File: src/rtl/au_incdec_counter.sv
`default_nettype none
// ============================================================================
// Module : au_incdec_counter (with AU_incdec step unit)
// Brief  : Loadable up/down counter with command handshake and burst engine.
// Rev    : 1.0  initial release
// ============================================================================

module AU_incdec #(
   parameter int WIDTH = 8,
   parameter int ARCH  = 0
) (
   input  logic [WIDTH-1:0] a,
   input  logic             inc_dec,
   output logic [WIDTH-1:0] z,
   output logic             c_out
);
   localparam int c_LVLS = $clog2(WIDTH);

   logic [WIDTH-1:0] w_p;      // bits that pass the carry (inc) or borrow (dec)
   logic [WIDTH-1:0] w_g;      // w_g[i] = AND of w_p[i:0]
   logic [WIDTH:0]   w_carry;

   assign w_p = a ^ {WIDTH{inc_dec}};

   generate
      if (ARCH == 0) begin : g_ripple
         always_comb begin
            logic v_acc;
            v_acc = 1'b1;
            for (int i = 0; i < WIDTH; i++) begin
               v_acc  = v_acc & w_p[i];
               w_g[i] = v_acc;
            end
         end
      end else begin : g_prefix
         // ARCH 1 builds a Sklansky tree, ARCH 2 a Kogge-Stone tree
         for (genvar k = 0; k < c_LVLS; k++) begin : g_lvl
            logic [WIDTH-1:0] w_in;
            logic [WIDTH-1:0] w_out;
            if (k == 0) begin : g_first
               assign w_in = w_p;
            end else begin : g_next
               assign w_in = g_lvl[k-1].w_out;
            end
            for (genvar i = 0; i < WIDTH; i++) begin : g_bit
               if (ARCH == 1 && ((i >> k) & 1) == 1) begin : g_skl
                  assign w_out[i] = w_in[i] & w_in[((i >> k) << k) - 1];
               end else if (ARCH != 1 && i >= (1 << k)) begin : g_ks
                  assign w_out[i] = w_in[i] & w_in[i - (1 << k)];
               end else begin : g_pass
                  assign w_out[i] = w_in[i];
               end
            end
         end
         if (c_LVLS == 0) begin : g_single
            assign w_g = w_p;
         end else begin : g_last
            assign w_g = g_lvl[c_LVLS-1].w_out;
         end
      end
   endgenerate

   assign w_carry = {w_g, 1'b1};
   assign z       = a ^ w_carry[WIDTH-1:0];
   assign c_out   = w_carry[WIDTH];
endmodule

module au_incdec_counter #(
   parameter int WIDTH = 8,
   parameter int ARCH  = 0,
   parameter int LEN_W = 4,
   parameter int SAT   = 0
) (
   input  logic             clk,
   input  logic             rst,
   input  logic             cmd_valid,
   output logic             cmd_ready,
   input  logic [1:0]       cmd_op,
   input  logic [WIDTH-1:0] cmd_data,
   input  logic [LEN_W-1:0] cmd_len,
   input  logic             ovf_clr,
   output logic [WIDTH-1:0] cnt,
   output logic             zero,
   output logic             ovf,
   output logic             busy,
   output logic             done
);
   typedef enum logic [0:0] {ST_IDLE = 1'b0, ST_RUN = 1'b1} state_t;

   localparam logic [1:0] c_OP_LOAD = 2'b00;
   localparam logic [1:0] c_OP_CLR  = 2'b11;

   state_t           r_state, w_state_nxt;
   logic [WIDTH-1:0] r_cnt, w_cnt_nxt, w_step_val;
   logic [LEN_W-1:0] r_rem, w_rem_nxt;
   logic             r_dir, w_dir_nxt;
   logic             r_zero, r_ovf, r_done;
   logic             w_ovf_nxt, w_done_nxt, w_ovf_set, w_ovf_kill;
   logic             w_accept, w_step_en, w_step_dir, w_step_ovf;

   assign cmd_ready = (r_state == ST_IDLE) & ~rst;
   assign w_accept  = cmd_valid & cmd_ready;
   // The first step of a burst is taken on the accept edge, before r_dir is latched
   assign w_step_dir = (r_state == ST_IDLE) ? cmd_op[1] : r_dir;

   AU_incdec #(.WIDTH(WIDTH), .ARCH(ARCH)) u_incdec (
      .a       (r_cnt),
      .inc_dec (w_step_dir),
      .z       (w_step_val),
      .c_out   (w_step_ovf)
   );

   always_comb begin
      w_state_nxt = r_state;
      w_cnt_nxt   = r_cnt;
      w_rem_nxt   = r_rem;
      w_dir_nxt   = r_dir;
      w_done_nxt  = 1'b0;
      w_step_en   = 1'b0;
      w_ovf_kill  = ovf_clr;
      if (r_state == ST_IDLE) begin
         if (w_accept) begin
            case (cmd_op)
               c_OP_LOAD: begin
                  w_cnt_nxt  = cmd_data;
                  w_done_nxt = 1'b1;
               end
               c_OP_CLR: begin
                  w_cnt_nxt  = '0;
                  w_ovf_kill = 1'b1;
                  w_done_nxt = 1'b1;
               end
               default: begin
                  w_step_en = 1'b1;
                  w_dir_nxt = cmd_op[1];
                  if (cmd_len == '0) begin
                     w_done_nxt = 1'b1;
                  end else begin
                     w_state_nxt = ST_RUN;
                     w_rem_nxt   = cmd_len;
                  end
               end
            endcase
         end
      end else begin
         w_step_en = 1'b1;
         w_rem_nxt = r_rem - LEN_W'(1);
         if (r_rem == LEN_W'(1)) begin
            w_state_nxt = ST_IDLE;
            w_done_nxt  = 1'b1;
         end
      end
      // A saturating counter keeps its value but still reports the event
      w_ovf_set = w_step_en & w_step_ovf;
      if (w_step_en && !(w_step_ovf && SAT != 0)) begin
         w_cnt_nxt = w_step_val;
      end
      w_ovf_nxt = w_ovf_set | (r_ovf & ~w_ovf_kill);
   end

   always_ff @(posedge clk) begin
      if (rst) begin
         r_state <= ST_IDLE;
         r_cnt   <= '0;
         r_rem   <= '0;
         r_dir   <= 1'b0;
         r_zero  <= 1'b1;
         r_ovf   <= 1'b0;
         r_done  <= 1'b0;
      end else begin
         r_state <= w_state_nxt;
         r_cnt   <= w_cnt_nxt;
         r_rem   <= w_rem_nxt;
         r_dir   <= w_dir_nxt;
         r_zero  <= (w_cnt_nxt == '0);
         r_ovf   <= w_ovf_nxt;
         r_done  <= w_done_nxt;
      end
   end

   assign cnt  = r_cnt;
   assign zero = r_zero;
   assign ovf  = r_ovf;
   assign busy = (r_state == ST_RUN);
   assign done = r_done;
endmodule
`default_nettype wire

File: config.mk
export PLATFORM = sky130hd
export DESIGN_NAME = au_incdec_counter
export DESIGN_NICKNAME = d
export VERILOG_FILES = /design/src/rtl/au_incdec_counter.sv
export SDC_FILE = /design/constraint.sdc
export NUM_CORES = 1
export LEC_CHECK = 0
export ABC_AREA = 1
export ABC_CLOCK_PERIOD_IN_PS = 2100
export CAP_MARGIN = 30
export CORE_ASPECT_RATIO = 0.8
export CORE_UTILIZATION = 40
export CTS_BUF_LIST = sky130_fd_sc_hd__clkbuf_4 sky130_fd_sc_hd__clkbuf_8
export CTS_CLUSTER_SIZE = 8
export DETAILED_ROUTE_END_ITERATION = 10
export PLACE_DENSITY = 0.68
export SETUP_SLACK_MARGIN = 0.1
export SLEW_MARGIN = 30
export SYNTH_ARGS = -nofsm -noshare
export SYNTH_HDL_FRONTEND = slang
export SYNTH_SLANG_ARGS = --single-unit
File: constraint.sdc
create_clock -name clk -period 2.1 [get_ports clk]
set_input_delay 0.63 -clock clk [delete_from_list [all_inputs] [get_ports clk]]
set_output_delay 0.63 -clock clk [all_outputs]
set_load 0.03 [all_outputs]
==> results.md, run 1 <==
* Nets at 266
* Slew HR at 79.0%
* Worst skew pair latency at 0.26 ns
* Period minus WS final at 1.92 ns
* Total of warnings raised by yosys at 0
* First drt pass iteration count at 4
* R2R Path Start: busy$_SDFF_PP0_
* Avg Inst Size Synth at 7.28 sq um
* # IOs at 31
* CTS clock-pin slew for the worst setup and hold paths at 0.07 ns
* Tcrit/Tclk final at 91.4%
* Max-slew violations at 0
* Final setup viols at 0
* Final setup TNS at 0 ns
* DR WL/cell at 12.1 microns
* Num CTS Buffers at 3
* CTS tree: built
* Via count at 1,381
* Final Hold Viols at 0
* Crit path top cell by count: a21oi_2
* H-tree Lvls at 1
* Hold Path End: ovf$_SDFF_PP0_
* Met1 Use GR at 29.8%
* Largest net degree at the start of global routing at 14
* GRT busiest layer: met2
* Tot GR Track Use at 20.6%
* Die area at 3660 sq um
* Syn_nets at 210
* Crit path kind: in -> reg
* Clk sinks at 17
* Grt total ovfl at 0
* Hold Path Origin: ovf$_SDFF_PP0_
* Cell taking the most area after synthesis: dfxtp_1
* PwrDens at 602 nW/um^2
* Vias per cell at 4.88
* Routability cong. at 0.809
* FF-to-FF End: zero$_SDFF_PP1_
* Post-DP HPWL at 2.55 mm
* GRT met2 Usage at 31.3%
* Row cnt at 18
* Die Ht at 54.3 microns
* Worst Tran Pin Value at 0.314 ns
* Synth Instances at 188
* CP Capture Type: flip-flop
* CP bufs+invs at 4
* Register area share after synthesis at 24.9%
* Filler instances at 287
* First-pass GRT wire length at 5.57 mm
* Met3 Use GR at 4.58%
* Max-Cap Viols at 0
* Initial antenna violation count at 0
* Routed wire length at 3.41 mm
* Cell variety after synth at 32
* Hold-critical path depth at 2
* VDD IR max at 443 uV
* Clock Skew at 0.0119 ns
* Starting DRT DRC Count at 86
* Reg-to-reg setup timing slack at 0.37 ns
* Worst endpoint required time at 2.24 ns
* Synth top area share at 24.9%
* Leakage at 0.969 nW
* RSZ-0062 raised after global routing: true
* Family with the most delay on the worst path: buffers and inverters
* CP max-delay cell: a21oi_1
* Crit Path Max Fanout at 5
* Cell chain of the critical path: clkdlybuf4s15_1 -> inv_2 -> ha_4 -> buf_6 -> nor2_8 -> buf_4 -> o21ai_0 -> a21oi_1 -> a21oi_2 -> nand2_1 -> a21oi_2
* Post-synthesis register bit count at 17
* EDFF count, synth at 0
* Clk root buf: clkbuf_8
* Synthesized area at 1370 sq um
* DRC at 0
* Core Box Area at 3180 sq um
* Minimum hold slack at 0.468 ns
* Outcome: finished clean
* Max incr delay on CP at 0.26 ns
* CP Data Arrival Time at 2.06 ns
* Clock Tree Buf Depth at 2
* Post-DRT Antenna Nets at 0
* Die W at 67.4 microns
* Port bufs at 30
* Hold Crit Class: reg -> reg
* Post-synth ARST share at 0%
* Initial Util at 43.1%
* CP startpoint kind: input pin
* Reg2reg path depth at 11
* Vias in the first global route at 1,178
* Post-synth top flop: dfxtp_1
* Ant diodes at 0
* Fmax at 521 MHz
* P&R area growth vs syn at 42.8%
* Top area cells in the synthesized netlist: dfxtp_1 (25%), nand2_1 (13%), nand3_1 (8.4%)
* Layout cells sized above 1 at 27.2%
layout by cell type, fill, tap and decap left out, drive strengths merged, types with 2 or more instances in the layout:
| cell type | Yosys | final |
|---|---|---|
| a21oi | 15 | 15 |
| nand3 | 27 | 27 |
| a31oi | 3 | 3 |
| nand4 | 5 | 5 |
| nand2 | 56 | 56 |
| dlygate4sd2 | 0 | 5 |
| o21ai | 4 | 4 |
| xor2 | 3 | 3 |
| clkdlybuf4s15 | 0 | 2 |
| inv | 25 | 25 |
| dlymetal6s2s | 0 | 5 |
| buf | 3 | 26 |
| ha | 4 | 4 |
| clkbuf | 1 | 4 |
| nor2 | 18 | 19 |
| clkdlybuf4s50 | 0 | 16 |
| o211ai | 3 | 3 |
| dfxtp | 17 | 17 |
what timing repair did:
| item | CTS | global route |
|---|---|---|
| setup buffers | 1 | 5 |
| pin swaps | 7 | 9 |
| cloned | 1 | 0 |
| hold buffers | 0 | 0 |
| setup endpoints to repair | 20 | 7 |
| gates resized for setup | 12 | 13 |
cells by family after synthesis:
group / share of synthesized area, %
compound gates: 12.1
xor+xnor: 1.92
fa+ha+maj: 3.66
buf+inv: 10.6
flops: 24.9
simple gates: 46.9
routing by layer:
metal	routed length (microns)	up-vias
met1	1790	608
met4	8	0
li1	-	738
met5	0	-
met2	1470	33
met3	145	2
sequential cells by signal, summed over array words and instances (netlist names):
signal and cells:
cnt 8, r_rem 4, busy 1, done 1, ovf 1, r_dir 1, zero 1
cells in the mapped netlist (all sizes together), types with 3 or more instances:
library cell	number
nand2	56
nand3	27
a31oi	3
ha	4
buf	3
dfxtp	17
nor2	18
nand4	5
inv	25
xor2	3
o21ai	4
o211ai	3
a21oi	15
layout make-up:
class	instances	area (sq um)	area share (%)
repair buffers	54	485	24.8
inverters	26	108	5.51
clock buffers	4	48.8	2.50
flip-flops and latches	17	340	17.4
well taps	40	50.0	2.56
multi-input cells	142	922	47.2
where the power goes:
group          switching, mW  total [mW]  internal, mW
Clock                  0.116       0.264         0.148
Sequential            0.0365       0.394         0.357
Combinational          0.296       0.518         0.221
worst max-delay path by stage:
| stage | start | endpoint | slack [ns] | cells after the start |
|---|---|---|---|---|
| 3_5_place_dp | cmd_op[0] | zero$_SDFF_PP1_ | -0.45 | 13 |
| 5_1_grt | cmd_op[1] | zero$_SDFF_PP1_ | 0.08 | 11 |
| 3_3_place_gp | cmd_op[0] | zero$_SDFF_PP1_ | -0.42 | 12 |
| 2_1_floorplan | cmd_op[1] | zero$_SDFF_PP1_ | 0.10 | 12 |
| 6_report | cmd_op[0] | zero$_SDFF_PP1_ | 0.18 | 11 |
| 4_1_cts | cmd_valid | zero$_SDFF_PP1_ | 0.06 | 10 |
worst reg2reg max path: stages (launching register included):
cell      delay [ns]
dfxtp_1         0.35
buf_4           0.18
nor2_8          0.14
nand2_8         0.10
nor2_8          0.17
nor2_8          0.07
buf_4           0.14
o211ai_1        0.09
nand2_1         0.10
nor2_1          0.11
nand3_1         0.09
a21oi_2         0.13
per-stage QoR:
step	total power [mW]	util, %	setup WS [ns]	instances	area (sq um)
6_report	1.18	61.5	0.180	283	1950
5_1_grt	1.25	61.5	0.0791	283	1950
4_1_cts	1.16	59.4	0.0575	278	1890
3_5_place_dp	0.889	57.1	-0.448	272	1810
3_3_place_gp	0.888	57.1	-0.420	272	1810
2_1_floorplan	0.715	-	0.103	188	1370
Power figures use the tool's default switching activity.
==> inputs of run 2 (changes only) <==
--- a/config.mk
+++ b/config.mk
@@ -5,7 +5,7 @@
 export SDC_FILE = /design/constraint.sdc
 export NUM_CORES = 1
 export LEC_CHECK = 0
-export ABC_AREA = 1
+export ABC_AREA = 0
 export ABC_CLOCK_PERIOD_IN_PS = 2100
 export CAP_MARGIN = 30
 export CORE_ASPECT_RATIO = 0.8
@@ -13,7 +13,7 @@
 export CTS_BUF_LIST = sky130_fd_sc_hd__clkbuf_4 sky130_fd_sc_hd__clkbuf_8
 export CTS_CLUSTER_SIZE = 8
 export DETAILED_ROUTE_END_ITERATION = 10
-export PLACE_DENSITY = 0.68
+export PLACE_DENSITY = 0.71
 export SETUP_SLACK_MARGIN = 0.1
 export SLEW_MARGIN = 30
 export SYNTH_ARGS = -nofsm -noshare
==> run 2 against run 1 <==
Net effect: power shrank 12%; non-clock buffer count grew 7; clock skew fell by 0.0059 ns; clock-buffer cell count fell by 1; critical path type unchanged; die area shrank 18%; sequential share of layout area is 1.5 points higher; synthesized cell count shrank 24%; flip-flop and latch count did not move; hold slack improved by 0.056 ns; via count is 3.3% lower; largest cell class unchanged; first-iteration DRC count shrank 15%.
==> results.md, run 2 <==
* Worst endpoint required time at 2.32 ns
* Initial antenna violation count at 0
* Most frequent cell after synthesis: dfxtp_1
* Largest net degree at the start of global routing at 13
* Post-DP HPWL at 2.78 mm
* Reg-to-reg setup timing slack at 0.12 ns
* # IOs at 31
* Final Non-Filler Cells at 235
* Max reg flops at 8
* Routability cong. at 0.917
* Clock Skew at 0.00605 ns
* Dpl cell area at 1740 sq um
* Port bufs at 30
* Minimum hold slack at 0.524 ns
* CP startpoint: cmd_op[1]
* Nets at 222
* Slew HR at 77.9%
* Pre-CTS setup slack at -0.614 ns
* Post-synth top cells: dfxtp_1 (17), nor2_1 (14), nand2_1 (12)
* Top area cells in the synthesized netlist: dfxtp_1 (30%), nor2_1 (4.7%), ha_1 (4.5%)
* EDFF count, synth at 0
* DR WL/cell at 15.7 microns
* CTS tree: built
* Initial Util at 44.0%
* Grt total ovfl at 0
* Syn_nets at 164
* CP Data Arrival Time at 2.26 ns
* CP Capture Type: flip-flop
* Post-synthesis register bit count at 17
* R2R Path Start: cnt[1]$_SDFF_PP0_
* Tcrit/Tclk final at 97.5%
* Vias per cell at 5.69
* Post-route cell area at 1840 sq um
* Clk sinks at 17
* Hold Path End: r_rem[2]$_SDFFE_PP0P_
* Crit path kind: in -> reg
* RSZ-0062 raised after global routing: true
* Post-DRT Antenna Nets at 0
* Layout cells sized above 1 at 33.7%
* Register area share after synthesis at 30.4%
* Synth top area share at 30.4%
* Avg Inst Size Synth at 7.88 sq um
* Worst Tran Pin Value at 0.331 ns
* Post-synth top flop: dfxtp_1
* Period minus WS final at 2.05 ns
* Most common cell after layout, fill and taps aside: buf_4
* Post-synth ARST share at 0%
* H-tree Lvls at 1
* Worst skew pair latency at 0.30 ns
* Max-slew violations at 0
* Ant diodes at 0
* VDD IR max at 424 uV
* Die W at 61.1 microns
* P&R area growth vs syn at 64.1%
* Final setup TNS at 0 ns
* Via count at 1,336
* Num CTS Buffers at 3
* Starting DRT DRC Count at 73
* Cell taking the most area after synthesis: dfxtp_1
* Core Box Area at 2540 sq um
* CTS clock-pin slew for the worst setup and hold paths at 0.11 ns
* First drt pass iteration count at 4
* Overall Power at 1.03 mW
* Total of warnings raised by yosys at 0
* Register area at 347 sq um
* First-pass GRT wire length at 6.12 mm
* Die area at 3010 sq um
* DRC at 0
* Final Util at 72.2%
* Row cnt at 16
* Die Ht at 49.3 microns
* Filler instances at 200
* Hold-critical path depth at 2
* CP startpoint kind: input pin
* Crit Path Max Fanout at 3
* Multi-input gate area at 856 sq um
* Max-Cap Viols at 0
* Leakage at 0.780 nW
* Hold Path Origin: r_rem[2]$_SDFFE_PP0P_
* Final Hold Viols at 0
* Tot GR Track Use at 27.3%
* Placed insts at 229
* Outcome: finished clean
* FF-to-FF End: zero$_SDFF_PP1_
* Routed wire length at 3.68 mm
* Synthesized area at 1120 sq um
* Commonest non-fill, non-tap cells in the layout: buf_4 (30), clkdlybuf4s50_1 (15), dfxtp_1 (14)
* Final setup margin at 0.0526 ns
* Reg2reg path depth at 6
* Final setup viols at 0
* Hold Crit Class: reg -> reg
* PwrDens at 561 nW/um^2
* Synth Instances at 142
* Cell variety after synth at 40
* Clk root buf: clkbuf_4
* Vias in the first global route at 1,248
* Fmax at 488 MHz
* Clock Tree Buf Depth at 2
==> run 2: cell count changes after synthesis, moves of 4 or more <==
cell,before,now
nand2_1,46,12
nor2_8,4,0
nand2_4,4,0
buf_2,0,4
nor3_1,1,6
and3_1,0,4
nand3_1,23,8
inv_1,23,10
a21oi_1,13,9
==> run 2: logic make-up (layout without fill, tap and decap cells) <==
logic type / Yosys count / after routing / synth area share (%)
adders and majority gates: 4 / 4 / 4.47
muxes: 5 / 5 / 5.26
xor gates and xnor gates: 4 / 4 / 3.13
buffers and inverters: 18 / 75 / 6.49
AOI/OAI and AO/OA: 38 / 38 / 23.8
DFF: 17 / 17 / 30.4
and+or+nand+nor: 56 / 56 / 26.4
==> run 2: what timing repair did <==
action,in CTS,in global routing
resized for setup,17,17
endpoints found under the setup margin,26,10
hold buffers,0,0
buffers inserted,0,2
pin swaps,0,7
hold endpoints to repair,0,0
==> run 2: critical path, stage by stage <==
cell	delay, ns
clkbuf_2	0.11
buf_4	0.15
mux2i_4	0.19
nor2_2	0.07
or4_4	0.52
a32oi_2	0.24
a41oi_2	0.14
nor4_2	0.22
==> run 2: area by class of cell <==
type	instances	share of cell area, %
multi-input cells	107	46.6
repair buffers	61	28.4
flip-flops and latches	17	18.9
well taps	36	2.45
inverters	10	2.18
clock buffers	3	1.23
clock inverters	1	0.273
==> run 2: how the worst max path moves through the flow <==
stage | end | slack (ns) | cells past startpoint
final | zero$_SDFF_PP1_ | 0.05 | 8
after global routing | zero$_SDFF_PP1_ | -0.05 | 8
after CTS | zero$_SDFF_PP1_ | -0.03 | 8
after detailed placement | zero$_SDFF_PP1_ | -0.61 | 8
after global placement | zero$_SDFF_PP1_ | -0.54 | 8
after floorplan | r_rem[3]$_SDFFE_PP0P_ | 0.1 | 8
==> run 2: report_power, final <==
part,internal [mW],switching (mW)
combinational,0.219,0.237
sequential,0.353,0.0374
clock,0.0709,0.113
==> run 2: routing by layer <==
metal  part of all wire, %  GRT usage (%)  wire length [microns]  vias to the layer above
met1                    47           39.8                   1740                      627
met5                     0              0                      0                        -
li1                      -              -                      -                      645
met4                  0.41           4.17                     15                        0
met2                    45           41.3                   1650                       62
met3                   7.3           6.10                    269                        2
==> inputs of run 3 (changes only) <==
--- a/config.mk
+++ b/config.mk
@@ -7,12 +7,13 @@
 export LEC_CHECK = 0
 export ABC_AREA = 0
 export ABC_CLOCK_PERIOD_IN_PS = 2100
-export CAP_MARGIN = 30
+export CAP_MARGIN = 20
 export CORE_ASPECT_RATIO = 0.8
 export CORE_UTILIZATION = 40
 export CTS_BUF_LIST = sky130_fd_sc_hd__clkbuf_4 sky130_fd_sc_hd__clkbuf_8
 export CTS_CLUSTER_SIZE = 8
 export DETAILED_ROUTE_END_ITERATION = 10
+export GPL_ROUTABILITY_DRIVEN = 0
 export PLACE_DENSITY = 0.71
 export SETUP_SLACK_MARGIN = 0.1
 export SLEW_MARGIN = 30
==> run 3 against run 2 <==
Net effect: clock-buffer cell count rose by 1; non-clock buffer count up 5; combinational power up 4%; critical path type unchanged; sequential share of layout area fell by 0.43 points; die area unchanged; design area is 2.3% higher; global-route usage fell by 0.21 points; sequential power is essentially flat; first-iteration DRC count shrank 8.2%.
==> results.md, run 3 (synthesis results as in run 2) <==
* Outcome: finished clean
* Die Ht at 49.3 microns
* Cell chain of the critical path: buf_6 -> inv_2 -> ha_4 -> buf_4 -> nor4b_4 -> buf_6 -> buf_4 -> buf_4 -> a32oi_1 -> a31oi_1 -> nor4_2
* PwrDens at 565 nW/um^2
* Clk root buf: clkbuf_4
* Hold Crit Class: reg -> reg
* CP max-delay cell: a31oi_1
* GRT met2 Usage at 40.6%
* Most common cell after layout, fill and taps aside: buf_4
* Routed wire length at 3.82 mm
* First drt pass iteration count at 4
* Slew HR at 78.9%
* Worst skew pair latency at 0.30 ns
* Final Util at 73.9%
* Critical path depth at 11
* Grt total ovfl at 0
* Die W at 61.1 microns
* Tcrit/Tclk final at 94.0%
* Final Hold Viols at 0
* Overall Power at 1.06 mW
* Crit path kind: in -> reg
* Port bufs at 30
* Starting DRT DRC Count at 67
* Max reg flops at 8
* # IOs at 31
* First-pass GRT wire length at 6.12 mm
* Sw Share at 36.4%
* Leakage at 0.781 nW
* CP Capture Type: flip-flop
* Post-DRT Antenna Nets at 0
* Commonest non-fill, non-tap cells in the layout: buf_4 (33), clkdlybuf4s50_1 (16), dfxtp_1 (14)
* Comb pwr share at 44.8%
* Clk sinks at 17
* Largest net degree at the start of global routing at 13
* Nets at 227
* Die area at 3010 sq um
* Reg power frac at 36.8%
* Family with the most delay on the worst path: buffers and inverters
* Clk network pwr share at 18.4%
* CP startpoint kind: input pin
* Vias per cell at 5.68
* Post-DP HPWL at 2.81 mm
* Final setup viols at 0
* Initial Util at 44.0%
* Hold-critical path depth at 2
* Fmax at 507 MHz
* CP bufs+invs at 6
* H-tree Lvls at 1
* Max-Cap Viols at 0
* Core Box Area at 2540 sq um
* Max incr delay on CP at 0.24 ns
* Row cnt at 16
* Initial antenna violation count at 0
* Ant diodes at 0
* CP Data Arrival Time at 2.15 ns
* GRT busiest layer: met1
* Reg2reg path depth at 6
* DRC at 0
* Layout cells sized above 1 at 35.3%
* Period minus WS final at 1.97 ns
* Met1 Use GR at 40.7%
* RSZ-0062 raised after global routing: true
* Worst endpoint required time at 2.28 ns
* VDD IR max at 466 uV
* Vias in the first global route at 1,271
* Met3 Use GR at 5.04%
* Via count at 1,362
* Tot GR Track Use at 27.1%
* Worst Tran Pin Value at 0.314 ns
* CTS clock-pin slew for the worst setup and hold paths at 0.11 ns
* DR WL/cell at 15.9 microns
* Crit Path Max Fanout at 6
* CTS tree: built
* Num CTS Buffers at 3
* P&R area growth vs syn at 67.9%
* Max-slew violations at 0
* Clock Tree Buf Depth at 2
* NetSw at 0.387 mW
* Clock Skew at 0.0126 ns
* Crit path top cell by count: buf_4
* Cell Int Power at 0.674 mW
==> run 3: cell types whose count changed in the layout (fill, tap and decap cells not counted), sizes merged <==
cell           before  now
dlymetal6s2s        2    0
inv                10    9
clkdlybuf4s50      15   16
buf                32   39
clkinv              1    0
clkinvlp            0    1
==> run 3: final timing paths <==
kind                            slack (ns)                   from                    end
worst max-delay path                  0.13              cmd_op[1]        zero$_SDFF_PP1_
worst min-delay path                  0.54  r_rem[2]$_SDFFE_PP0P_  r_rem[2]$_SDFFE_PP0P_
worst max register to register        0.17      cnt[2]$_SDFF_PP0_        zero$_SDFF_PP1_
worst min register to register        0.54  r_rem[2]$_SDFFE_PP0P_  r_rem[2]$_SDFFE_PP0P_
==> run 3: routing by layer <==
layer  wire length (microns)  part of all wire [%]
met3                     291                   7.6
met4                      10                  0.26
met1                    1790                    47
met2                    1730                    45
met5                       0                     0
==> run 3: metrics by stage <==
step	setup TNS (ns)	std cells	instance area [sq um]	hold slack, ns	worst slack, ns
5_1_grt	0	240	1880	0.572	0.0549
2_1_floorplan	0	142	1230	0.470	0.0980
6_report	0	240	1880	0.536	0.127
3_3_place_gp	-5.19	229	1740	0.494	-0.552
4_1_cts	0	236	1820	0.534	0.0274
3_5_place_dp	-6.01	229	1740	0.507	-0.633
==> run 3: area by class of cell <==
| cell class | count | area [sq um] |
|---|---|---|
| repair buffers | 66 | 568 |
| multi-input cells | 107 | 845 |
| inverters | 10 | 43.8 |
| flip-flops and latches | 17 | 347 |
| well taps | 36 | 45.0 |
| fillers | 209 | 664 |
| clock buffers | 4 | 30.0 |
==> run 3: worst min-delay path: stages (launching register included) <==
cell and delay, ns:
dfxtp_1 0.36, nand3_1 0.08, a21oi_1 0.06
==> run 3: timing repair <==
| item | in CTS | in global routing |
|---|---|---|
| gates resized for setup | 29 | 11 |
| pin swaps | 6 | 7 |
| hold endpoints to repair | 0 | 0 |
| hold buffers | 0 | 0 |
| setup endpoints to repair | 26 | 1 |
| buffers inserted | 3 | 4 |
==> run 3: power groups by stage <==
stage | Sequential [mW] | Clock, mW | Combinational [mW]
floorplan | 0.430 | 0 | 0.210
CTS | 0.389 | 0.195 | 0.448
detailed placement | 0.396 | 0 | 0.436
finish | 0.391 | 0.195 | 0.475
global route | 0.396 | 0.214 | 0.508
global placement | 0.394 | 0 | 0.428
